File: src/rtl/audio_sample_scheduler_if.sv
`timescale 1ns/1ps
// Signal bundle between the sample scheduler and its SPI receiver, DSP, DAC and status logic.
// The master modport is the scheduler's view; slave is the surrounding system's view.
interface audio_sample_scheduler_if #(
    parameter int DATA_W  = 16,
    parameter int LEVEL_W = 3
);
    logic              rx_valid;
    logic [DATA_W-1:0] rx_data;
    logic              dsp_start;
    logic [DATA_W-1:0] dsp_data;
    logic              dsp_done;
    logic [DATA_W-1:0] dsp_result;
    logic [DATA_W-1:0] pcm_out;
    logic              sample_tick;
    logic              clear_flags;
    logic              overrun_flag;
    logic              underrun_flag;
    logic              timeout_flag;
    logic [LEVEL_W-1:0] fifo_level;

    modport master (
        input  rx_valid, rx_data, dsp_done, dsp_result, clear_flags,
        output dsp_start, dsp_data, pcm_out, sample_tick,
               overrun_flag, underrun_flag, timeout_flag, fifo_level
    );

    modport slave (
        output rx_valid, rx_data, dsp_done, dsp_result, clear_flags,
        input  dsp_start, dsp_data, pcm_out, sample_tick,
               overrun_flag, underrun_flag, timeout_flag, fifo_level
    );
endinterface

File: src/rtl/audio_sample_scheduler.sv
`timescale 1ns/1ps
// Per-sample sequencer: one received PCM word -> one DSP transaction -> result FIFO -> DAC at a
// fixed sample tick. Drops on overrun, holds then mutes on underrun, keeps sticky error flags.
module audio_sample_scheduler #(
    parameter int DATA_W      = 16,
    parameter int FIFO_DEPTH  = 4,
    parameter int RATE_DIV    = 256,
    parameter int DSP_TIMEOUT = 64,
    parameter int MUTE_AFTER  = 8
) (
    input  logic                     input_clk,
    input  logic                     reset,
    audio_sample_scheduler_if.master bus
);
    localparam int PTR_W  = $clog2(FIFO_DEPTH);
    localparam int LVL_W  = PTR_W + 1;
    localparam int TICK_W = $clog2(RATE_DIV);
    localparam int TMO_W  = $clog2(DSP_TIMEOUT + 1);
    localparam int UND_W  = $clog2(MUTE_AFTER + 1);

    localparam logic [LVL_W-1:0]  LVL_FULL  = LVL_W'(FIFO_DEPTH);
    localparam logic [TICK_W-1:0] TICK_LAST = TICK_W'(RATE_DIV - 1);
    localparam logic [TMO_W-1:0]  TMO_LAST  = TMO_W'(DSP_TIMEOUT - 1);
    localparam logic [UND_W-1:0]  UND_SAT   = UND_W'(MUTE_AFTER);
    localparam logic [UND_W-1:0]  UND_MUTE  = UND_W'(MUTE_AFTER - 1);

    typedef enum logic [1:0] {
        IDLE  = 2'd0,
        ISSUE = 2'd1,
        WAIT  = 2'd2,
        WRITE = 2'd3
    } state_t;

    state_t              state_r;
    state_t              state_s;
    logic                accept_s;
    logic                timeout_s;
    logic                push_s;
    logic                pop_s;
    logic                full_s;
    logic                empty_s;
    logic                overrun_set_s;
    logic                underrun_set_s;

    logic [DATA_W-1:0]   dsp_data_r;
    logic                dsp_start_r;
    logic [DATA_W-1:0]   result_r;
    logic [TMO_W-1:0]    tmo_cnt_r;

    logic [DATA_W-1:0]   mem_r [FIFO_DEPTH];
    logic [PTR_W-1:0]    wr_ptr_r;
    logic [PTR_W-1:0]    rd_ptr_r;
    logic [LVL_W-1:0]    level_r;

    logic [TICK_W-1:0]   tick_cnt_r;
    logic                tick_r;
    logic [DATA_W-1:0]   pcm_r;
    logic [UND_W-1:0]    und_cnt_r;

    logic                overrun_r;
    logic                underrun_r;
    logic                timeout_r;

    // FSM state register
    always_ff @(posedge input_clk or posedge reset) begin
        if (reset) begin
            state_r <= IDLE;
        end else begin
            state_r <= state_s;
        end
    end

    // Next state plus the per-cycle strobes that drive datapath and flags
    always_comb begin
        state_s   = state_r;
        accept_s  = 1'b0;
        timeout_s = 1'b0;
        push_s    = 1'b0;
        full_s    = (level_r == LVL_FULL);
        empty_s   = (level_r == {LVL_W{1'b0}});
        case (state_r)
            IDLE: begin
                if (bus.rx_valid) begin
                    accept_s = 1'b1;
                    state_s  = ISSUE;
                end else begin
                    state_s  = IDLE;
                end
            end
            ISSUE: begin
                state_s = WAIT;
            end
            WAIT: begin
                // A completion in the last window cycle still counts.
                if (bus.dsp_done) begin
                    state_s = WRITE;
                end else if (tmo_cnt_r == TMO_LAST) begin
                    timeout_s = 1'b1;
                    state_s   = IDLE;
                end else begin
                    state_s = WAIT;
                end
            end
            WRITE: begin
                push_s  = !full_s;
                state_s = IDLE;
            end
            default: begin
                state_s = IDLE;
            end
        endcase
        pop_s          = tick_r && !empty_s;
        overrun_set_s  = (bus.rx_valid && (state_r != IDLE)) || ((state_r == WRITE) && full_s);
        underrun_set_s = tick_r && empty_s;
    end

    // DSP operand, start pulse, result capture; the counter reads 0 during the ISSUE cycle
    always_ff @(posedge input_clk or posedge reset) begin
        if (reset) begin
            dsp_data_r  <= {DATA_W{1'b0}};
            dsp_start_r <= 1'b0;
            result_r    <= {DATA_W{1'b0}};
            tmo_cnt_r   <= {TMO_W{1'b0}};
        end else begin
            dsp_start_r <= accept_s;
            if (accept_s) begin
                dsp_data_r <= bus.rx_data;
            end
            if ((state_r == WAIT) && bus.dsp_done) begin
                result_r <= bus.dsp_result;
            end
            if (state_r == IDLE) begin
                tmo_cnt_r <= {TMO_W{1'b0}};
            end else if ((state_r == ISSUE) || (state_r == WAIT)) begin
                tmo_cnt_r <= tmo_cnt_r + TMO_W'(1);
            end
        end
    end

    // Result FIFO; fullness is judged before any same-cycle pop
    always_ff @(posedge input_clk or posedge reset) begin
        if (reset) begin
            wr_ptr_r <= {PTR_W{1'b0}};
            rd_ptr_r <= {PTR_W{1'b0}};
            level_r  <= {LVL_W{1'b0}};
            for (int i = 0; i < FIFO_DEPTH; i++) begin
                mem_r[i] <= {DATA_W{1'b0}};
            end
        end else begin
            if (push_s) begin
                mem_r[wr_ptr_r] <= result_r;
                wr_ptr_r        <= wr_ptr_r + PTR_W'(1);
            end
            if (pop_s) begin
                rd_ptr_r <= rd_ptr_r + PTR_W'(1);
            end
            case ({push_s, pop_s})
                2'b10:   level_r <= level_r + LVL_W'(1);
                2'b01:   level_r <= level_r - LVL_W'(1);
                default: level_r <= level_r;
            endcase
        end
    end

    // Sample-rate tick and DAC output with hold-then-mute on consecutive underruns
    always_ff @(posedge input_clk or posedge reset) begin
        if (reset) begin
            tick_cnt_r <= {TICK_W{1'b0}};
            tick_r     <= 1'b0;
            pcm_r      <= {DATA_W{1'b0}};
            und_cnt_r  <= {UND_W{1'b0}};
        end else begin
            tick_cnt_r <= (tick_cnt_r == TICK_LAST) ? {TICK_W{1'b0}} : tick_cnt_r + TICK_W'(1);
            tick_r     <= (tick_cnt_r == TICK_LAST);
            if (pop_s) begin
                pcm_r     <= mem_r[rd_ptr_r];
                und_cnt_r <= {UND_W{1'b0}};
            end else if (underrun_set_s) begin
                if (und_cnt_r != UND_SAT) begin
                    und_cnt_r <= und_cnt_r + UND_W'(1);
                end
                if (und_cnt_r >= UND_MUTE) begin
                    pcm_r <= {DATA_W{1'b0}};
                end
            end
        end
    end

    // Sticky flags; a new event outranks a same-cycle clear
    always_ff @(posedge input_clk or posedge reset) begin
        if (reset) begin
            overrun_r  <= 1'b0;
            underrun_r <= 1'b0;
            timeout_r  <= 1'b0;
        end else begin
            if (overrun_set_s) begin
                overrun_r <= 1'b1;
            end else if (bus.clear_flags) begin
                overrun_r <= 1'b0;
            end
            if (underrun_set_s) begin
                underrun_r <= 1'b1;
            end else if (bus.clear_flags) begin
                underrun_r <= 1'b0;
            end
            if (timeout_s) begin
                timeout_r <= 1'b1;
            end else if (bus.clear_flags) begin
                timeout_r <= 1'b0;
            end
        end
    end

    assign bus.dsp_start     = dsp_start_r;
    assign bus.dsp_data      = dsp_data_r;
    assign bus.pcm_out       = pcm_r;
    assign bus.sample_tick   = tick_r;
    assign bus.overrun_flag  = overrun_r;
    assign bus.underrun_flag = underrun_r;
    assign bus.timeout_flag  = timeout_r;
    assign bus.fifo_level    = level_r;

endmodule
File: src/flat_wrapper.sv
// flat-port wrapper written by rule: the top's interface ports become plain ports
module audio_sample_scheduler_flat 
#(
    parameter int DATA_W      = 16,
    parameter int FIFO_DEPTH  = 4,
    parameter int RATE_DIV    = 256,
    parameter int DSP_TIMEOUT = 64,
    parameter int MUTE_AFTER  = 8
)
  (input_clk, reset, bus_rx_valid, bus_rx_data, bus_dsp_done, bus_dsp_result, bus_clear_flags, bus_dsp_start, bus_dsp_data, bus_pcm_out, bus_sample_tick, bus_overrun_flag, bus_underrun_flag, bus_timeout_flag, bus_fifo_level);
  audio_sample_scheduler_if #(.DATA_W(DATA_W)) bus_i ();
  input  logic input_clk;
  input  logic reset;
  input wire logic [$bits(bus_i.rx_valid)-1:0] bus_rx_valid;
  input wire logic [$bits(bus_i.rx_data)-1:0] bus_rx_data;
  input wire logic [$bits(bus_i.dsp_done)-1:0] bus_dsp_done;
  input wire logic [$bits(bus_i.dsp_result)-1:0] bus_dsp_result;
  input wire logic [$bits(bus_i.clear_flags)-1:0] bus_clear_flags;
  output wire logic [$bits(bus_i.dsp_start)-1:0] bus_dsp_start;
  output wire logic [$bits(bus_i.dsp_data)-1:0] bus_dsp_data;
  output wire logic [$bits(bus_i.pcm_out)-1:0] bus_pcm_out;
  output wire logic [$bits(bus_i.sample_tick)-1:0] bus_sample_tick;
  output wire logic [$bits(bus_i.overrun_flag)-1:0] bus_overrun_flag;
  output wire logic [$bits(bus_i.underrun_flag)-1:0] bus_underrun_flag;
  output wire logic [$bits(bus_i.timeout_flag)-1:0] bus_timeout_flag;
  output wire logic [$bits(bus_i.fifo_level)-1:0] bus_fifo_level;
  assign bus_i.rx_valid = bus_rx_valid;
  assign bus_i.rx_data = bus_rx_data;
  assign bus_i.dsp_done = bus_dsp_done;
  assign bus_i.dsp_result = bus_dsp_result;
  assign bus_i.clear_flags = bus_clear_flags;
  assign bus_dsp_start = bus_i.dsp_start;
  assign bus_dsp_data = bus_i.dsp_data;
  assign bus_pcm_out = bus_i.pcm_out;
  assign bus_sample_tick = bus_i.sample_tick;
  assign bus_overrun_flag = bus_i.overrun_flag;
  assign bus_underrun_flag = bus_i.underrun_flag;
  assign bus_timeout_flag = bus_i.timeout_flag;
  assign bus_fifo_level = bus_i.fifo_level;
  audio_sample_scheduler #(.DATA_W(DATA_W), .FIFO_DEPTH(FIFO_DEPTH), .RATE_DIV(RATE_DIV), .DSP_TIMEOUT(DSP_TIMEOUT), .MUTE_AFTER(MUTE_AFTER)) u_core (.input_clk(input_clk), .reset(reset), .bus(bus_i));
endmodule
File: config.mk
export PLATFORM = sky130hd
export DESIGN_NAME = audio_sample_scheduler_flat
export DESIGN_NICKNAME = d
export VERILOG_FILES = /design/src/rtl/audio_sample_scheduler_if.sv /design/src/rtl/audio_sample_scheduler.sv /design/src/flat_wrapper.sv
export SDC_FILE = /design/constraint.sdc
export NUM_CORES = 1
export LEC_CHECK = 0
export ABC_AREA = 1
export CAP_MARGIN = 5
export CORE_MARGIN = 1.5
export CORE_UTILIZATION = 48
export CTS_CLUSTER_DIAMETER = 50
export CTS_CLUSTER_SIZE = 16
export DETAILED_ROUTE_END_ITERATION = 16
export DONT_BUFFER_PORTS = 1
export GPL_TIMING_DRIVEN = 0
export PLACE_DENSITY = 0.73
export SLEW_MARGIN = 20
export SYNTH_ARGS = -nofsm -noshare
export SYNTH_HDL_FRONTEND = slang
export SYNTH_SLANG_ARGS = --single-unit
File: constraint.sdc
create_clock -name input_clk -period 8.5 [get_ports input_clk]
set_input_delay 1.7 -clock input_clk [delete_from_list [all_inputs] [get_ports input_clk]]
set_output_delay 1.7 -clock input_clk [all_outputs]
set_load 0.05 [all_outputs]
==> impl_metrics.yaml, run 1 <==
sta:
  drv_slew: 0
  setup_viol: 0
  whs_ns: 0.4815
  fin_crit_sh: 0.3415
  slew_headroom: 0.5453
  min_period_ns: 2.903
  tightest_slew_ns: 0.6820
  rsz0062_at_grt: "no"
  max_freq_mhz: 344.5
  finalClockSkew_ns: 0.006707
  tns_ns: 0
  hold_violations: 0
status:
  outcome: "finished, final reports clean"
global_routing:
  grtUsageMet3: 0.07423
  grt_use_met1: 0.2869
  grt_pass1_wl_um: 23250
  overflow: 0
  grt_pass1_vias: 4643
  grt_usage: 0.2081
  grt_antenna_before_repair: 0
  use_met2: 0.3085
  busiest_layer: "met2"
  grt_start_max_net_pins: 90
finish:
  area_growth_pct: 13.12
  drive_above_1_share: 0.09282
  num_antenna_cells: 0
  nets: 842
  final_common_cell: "nand2_1"
  mostFrequentLayoutCells: "nand2_1 (343), dfrtp_1 (145), nand3_1 (81), o21ai_1 (36), o21ai_0 (34)"
setup_path:
  cp-startpoint: "u_core.bus.sample_tick"
  crit_type: "reg2out"
  crit_arrival_ns: 1.20
  setup.worst_path.start_class: "register"
  reg2regPathDepth: 12
  crit_required_ns: 6.80
  crit_fanout: 5
  crit_path_end_kind: "output port"
  cp_num_cells: 0
  reg2reg_from: "u_core.bus.fifo_level[2]"
logic_synthesis:
  synthCells: 775
  syn_nets: 822
  synth_area_um2: 6504
  ys_seq_elements: 145
  netlist.area_leader.share: 0.5579
  synth.area.top_cells: "dfrtp_1 (56%), nand2_1 (20%), nand3_1 (6.2%), o21ai_1 (2.8%), o21ai_0 (2.6%)"
  yosysUniqueCellTypes: 32
  seq_area_frac_synth: 0.5579
  avgSynthCellArea_um2: 8.392
  yosysWarnings: 0
  yosysTopAreaCell: "dfrtp_1"
drt:
  viasPerCell: 4.956
  drt_iter0_drc: 387
  drtAntennaViolNets: 0
  dr_total_vias: 4877
  drc: 0
  finalWirelength_um: 13860
  wire_per_inst_um: 14.09
  first_pass_iters: 5
floorplanning:
  die_area_um2: 14260
  rows: 42
  initial_core_util: 0.4911
  die_h_um: 119.4
  die_x_um: 119.4
  core_um2: 13240
  io_pins: 77
clock_tree:
  h-tree-depth: 4
  cts-root-buf: "clkbuf_16"
  cts_made_buffers: 17
  clock_path_buffers: 2
  hold_buffers: 0
  clkSinkCount: 145
  clk_pin_slew_ns: 0.06
  clkLatencyLatePin_ns: 0.42
  cts_setup_buffers: 0
  cts_tree: "built"
  cts_resized: 0
placed_design:
  io_buffers: 0
  routabilityCongestion: 0.8051
  hpwl_um: 10010
min_path:
  whs_path_depth: 2
  hp-class: "reg2reg"
  hp-start: "u_core.mem_r[21]"
run:
  cap_violations: 0
pwr:
  powerDensity_nw_per_um2: 356.5
  p_leak_uw: 0.003810
  switching_share: 0.3973
  p_int_uw: 1581
  p_comb_frac: 0.226
  p_sw_uw: 1042
  pwr-share-seq: 0.486
  clkPwrFrac: 0.288
  ir_drop_uv: 252.3
-- stage by stage --
stage	power, µW	util	std cells	worst slack, ns	area [µm²]
3_3_place_gp	1846	0.5077	951	1.350	6724
3_5_place_dp	1877	0.5104	952	5.919	6759
4_1_cts	2635	0.5556	984	5.567	7357
6_report	2623	0.5556	984	5.597	7357
5_1_grt	2785	0.5556	984	5.522	7357
2_1_floorplan	1701	-	775	2.905	6504
-- sequential cells by signal, summed over array words and instances (netlist names) --
signal and flops:
u_core.bus.dsp_start 1, u_core.bus.underrun_flag 1, u_core.bus.overrun_flag 1, u_core.result_r 16, u_core.bus.fifo_level 3, u_core.rd_ptr_r 2
u_core.state_r 2, u_core.tick_cnt_r 8, u_core.mem_r 64, u_core.bus.dsp_data 16, u_core.wr_ptr_r 2, u_core.tmo_cnt_r 7
u_core.bus.pcm_out 16, u_core.bus.sample_tick 1, u_core.und_cnt_r 4, u_core.bus.timeout_flag 1
-- power groups by stage --
stage	registers [µW]	clock network, µW	logic, µW
final	1280	755	592
after global routing	1300	797	686
after CTS	1270	765	599
after detailed placement	1280	0	599
after global placement	1280	0	570
after floorplan	1220	0	482
-- path summary, 6_finish.rpt --
check,slack [ns],to
max,5.60,bus_sample_tick
min,0.48,u_core.mem_r[21]
max reg2reg,5.93,u_core.bus.fifo_level[2]
min reg2reg,0.48,u_core.mem_r[21]
max in group asynchronous,6.60,u_core.mem_r[17]
min in group asynchronous,1.14,u_core.bus.dsp_data[4]
-- area by class of cell --
cell class	instances	area (µm²)
clock buffer	17	425.4
inverter	35	140.1
fill	1174	5886
sequential	145	3628
tap	176	220.2
timing repair buffer	1	27.53
multi-input combinational	561	2531
clock inverter	15	172.7
buffer	34	211.5
-- cell families after synthesis --
family	synth area share
fa+ha+maj	0.02039
flops	0.5579
buf+inv	0.05290
simple gates	0.2942
compound gates	0.06387
xor+xnor	0.01077
-- metal layers --
| layer | wire length, µm | part of all wire |
|---|---|---|
| met4 | 215 | 0.016 |
| met1 | 6524 | 0.47 |
| met5 | 0 | 0 |
| met3 | 1088 | 0.078 |
| met2 | 6036 | 0.44 |
-- Yosys cell counts (all sizes together) --
master	count
clkbuf	8
xor2	6
a22oi	1
dfrtp	145
nand4	2
clkinv	2
inv	33
nand2	350
nor3b	1
nor3	2
ha	9
xnor2	2
a21oi	7
o21ai	70
a22o	1
nor2	26
nand3	81
a31oi	1
o21a	1
buf	26
fa	1
Note: power is estimated with default switching activity, not from simulation.
==> run 2: changes to the inputs <==
clock period = 2.9 ns   (was 8.5 ns; I/O delays follow)
==> run 2 against run 1 <==
Final area increased by 1.4%. Critical endpoint is now u_core.bus.fifo_level[2]. Clock power increased to 3.0 times the previous value. Non-clock buffer count increased by 4. Global-route usage increased by 0.82 points. Register-to-register slack got worse by 5.6 ns. Critical path type is now reg2reg. Wire length increased by 1.1%. Highest routed layer unchanged.
==> impl_metrics.yaml, run 2 (same netlist as run 1, synthesis figures left out) <==
status:
  outcome: "finished, final reports clean"
sta:
  whs_ns: 0.07786
  slew_headroom: 0.5451
  min_period_ns: 2.553
  finalClockSkew_ns: 0.007827
  max_freq_mhz: 391.6
  rsz0062_at_grt: "no"
  fin_crit_sh: 0.8805
  tightest_slew_ns: 0.6824
  setup_viol: 0
  drv_slew: 0
  fin_ws_ns: 0.3466
  tns_ns: 0
  hold_violations: 0
floorplanning:
  io_pins: 77
  die_area_um2: 14260
  core_um2: 13240
  initial_core_util: 0.4911
  die_x_um: 119.4
  rows: 42
  die_h_um: 119.4
pwr:
  powerDensity_nw_per_um2: 1038
  ir_drop_uv: 658.8
  switching_share: 0.3876
  p_sw_uw: 3003
  p_int_uw: 4745
  p_leak_uw: 0.003853
  clkPwrFrac: 0.293
  p_comb_frac: 0.226
  pwr-share-seq: 0.480
drt:
  viasPerCell: 4.991
  dr_total_vias: 4931
  finalWirelength_um: 14010
  drtAntennaViolNets: 0
  drt_iter0_drc: 329
  first_pass_iters: 5
  drc: 0
  wire_per_inst_um: 14.18
placed_design:
  dpl_cell_area_um2: 6843
  routabilityCongestion: 0.7962
  place_ws_ns: 0.3297
  io_buffers: 0
  hpwl_um: 10370
clock_tree:
  clk_pin_slew_ns: 0.06
  clock_path_buffers: 2
  cts-root-buf: "clkbuf_16"
  cts_setup_buffers: 0
  clkSinkCount: 145
  cts_resized: 0
  cts_tree: "built"
  clkLatencyLatePin_ns: 0.42
  hold_buffers: 0
  h-tree-depth: 4
  cts_made_buffers: 17
run:
  cap_violations: 0
global_routing:
  grt_start_max_net_pins: 32
  grt_antenna_before_repair: 0
  grt_pass1_vias: 4926
  overflow: 0
  grt_pass1_wl_um: 24280
  grt_usage: 0.2164
setup_path:
  cp_common_cell: "nand2_1"
  crit_path_end_kind: "register"
  crit_arrival_ns: 2.89
  cp_slowest_stage_delay_ns: 0.66
  crit_type: "reg2reg"
  crit_required_ns: 3.24
  cp_slowest_cell: "dfrtp_1"
  setup.worst_path.start_class: "register"
  crit_fanout: 10
  path_cells: "inv_1, nand2_1, nand2_1, inv_2, buf_2, ha_1, inv_1, fa_1, nor2_1, nor2_1, nand2_1, xor2_1"
finish:
  drive_above_1_share: 0.09606
  final_common_cell: "nand2_1"
  mostFrequentLayoutCells: "nand2_1 (343), dfrtp_1 (145), nand3_1 (81), o21ai_1 (36), o21ai_0 (34)"
  nets: 846
  num_antenna_cells: 0
  nFillCells: 1190
  area_growth_pct: 14.74
  regMostFlops: "u_core.mem_r"
  stdcell_area_um2: 7462
  largest_register_ffs: 64
min_path:
  hp-class: "in2async"
==> run 2: cell types whose count changed in the layout (fill, tap and decap cells not counted) <==
cell	change
clkbuf_1	+1
inv_8	-1
buf_12	+3
bufinv_16	+1
clkinvlp_4	+1
buf_16	+1
inv_6	-3
clkbuf_8	+1
==> run 2: power groups by stage <==
stage	clock [µW]	combinational, µW	sequential [µW]
floorplan	0	1410	3580
global placement	0	1670	3720
detailed placement	0	1770	3730
CTS	2300	1780	3710
global route	2400	2040	3810
finish	2270	1750	3720
==> run 2: per-layer routing <==
layer	share of wire	vias to the layer above	global-route usage	routed length, µm
met5	0	-	0	0
met4	0.012	0	0.05208	171
met3	0.062	17	0.07184	871
met2	0.46	119	0.3389	6427
met1	0.47	2269	0.2936	6542
li1	-	2526	-	-
==> run 2: worst paths after layout <==
check / startpoint / end / slack (ns) / cells after the start
hold / removal: reset / u_core.bus.fifo_level[1] / 0.08 / 1
min in group input_clk: bus_rx_data[5] / u_core.bus.dsp_data[5] / 0.27 / 2
max in group asynchronous: reset / u_core.mem_r[4] / 2.06 / 3
setup / recovery: u_core.bus.fifo_level[2] / u_core.bus.fifo_level[2] / 0.35 / 12
setup reg to reg: u_core.bus.fifo_level[2] / u_core.bus.fifo_level[2] / 0.35 / 12
hold reg to reg: u_core.mem_r[45] / u_core.mem_r[45] / 0.48 / 2
==> run 2: final cells by class <==
class | count | area (µm²) | share of cell area
plain buffers | 34 | 211.5 | 0.02834
multi-input cells | 561 | 2531 | 0.3392
clock buffers | 19 | 442.9 | 0.05936
flip-flops and latches | 145 | 3628 | 0.4863
repair buffers | 5 | 115.1 | 0.01543
clock inverters | 13 | 176.4 | 0.02364
inverters | 35 | 136.4 | 0.01828
well taps | 176 | 220.2 | 0.02951
==> run 2: worst max-delay path, delay by kind of cell (launching register included) <==
| kind | cells | cell delay, ns |
|---|---|---|
| buffers and inverters | 4 | 0.67 |
| DFF | 1 | 0.66 |
| adders and majority gates | 2 | 0.55 |
| and+or+nand+nor | 5 | 0.43 |
| xor gates and xnor gates | 1 | 0.15 |
==> run 2: stage by stage <==
stage	cells	total power, µW	util
3_5_place_dp	956	5499	0.5167
5_1_grt	988	8250	0.5635
6_report	988	7748	0.5635
4_1_cts	988	7790	0.5635
2_1_floorplan	775	4988	-
3_3_place_gp	951	5385	0.5080
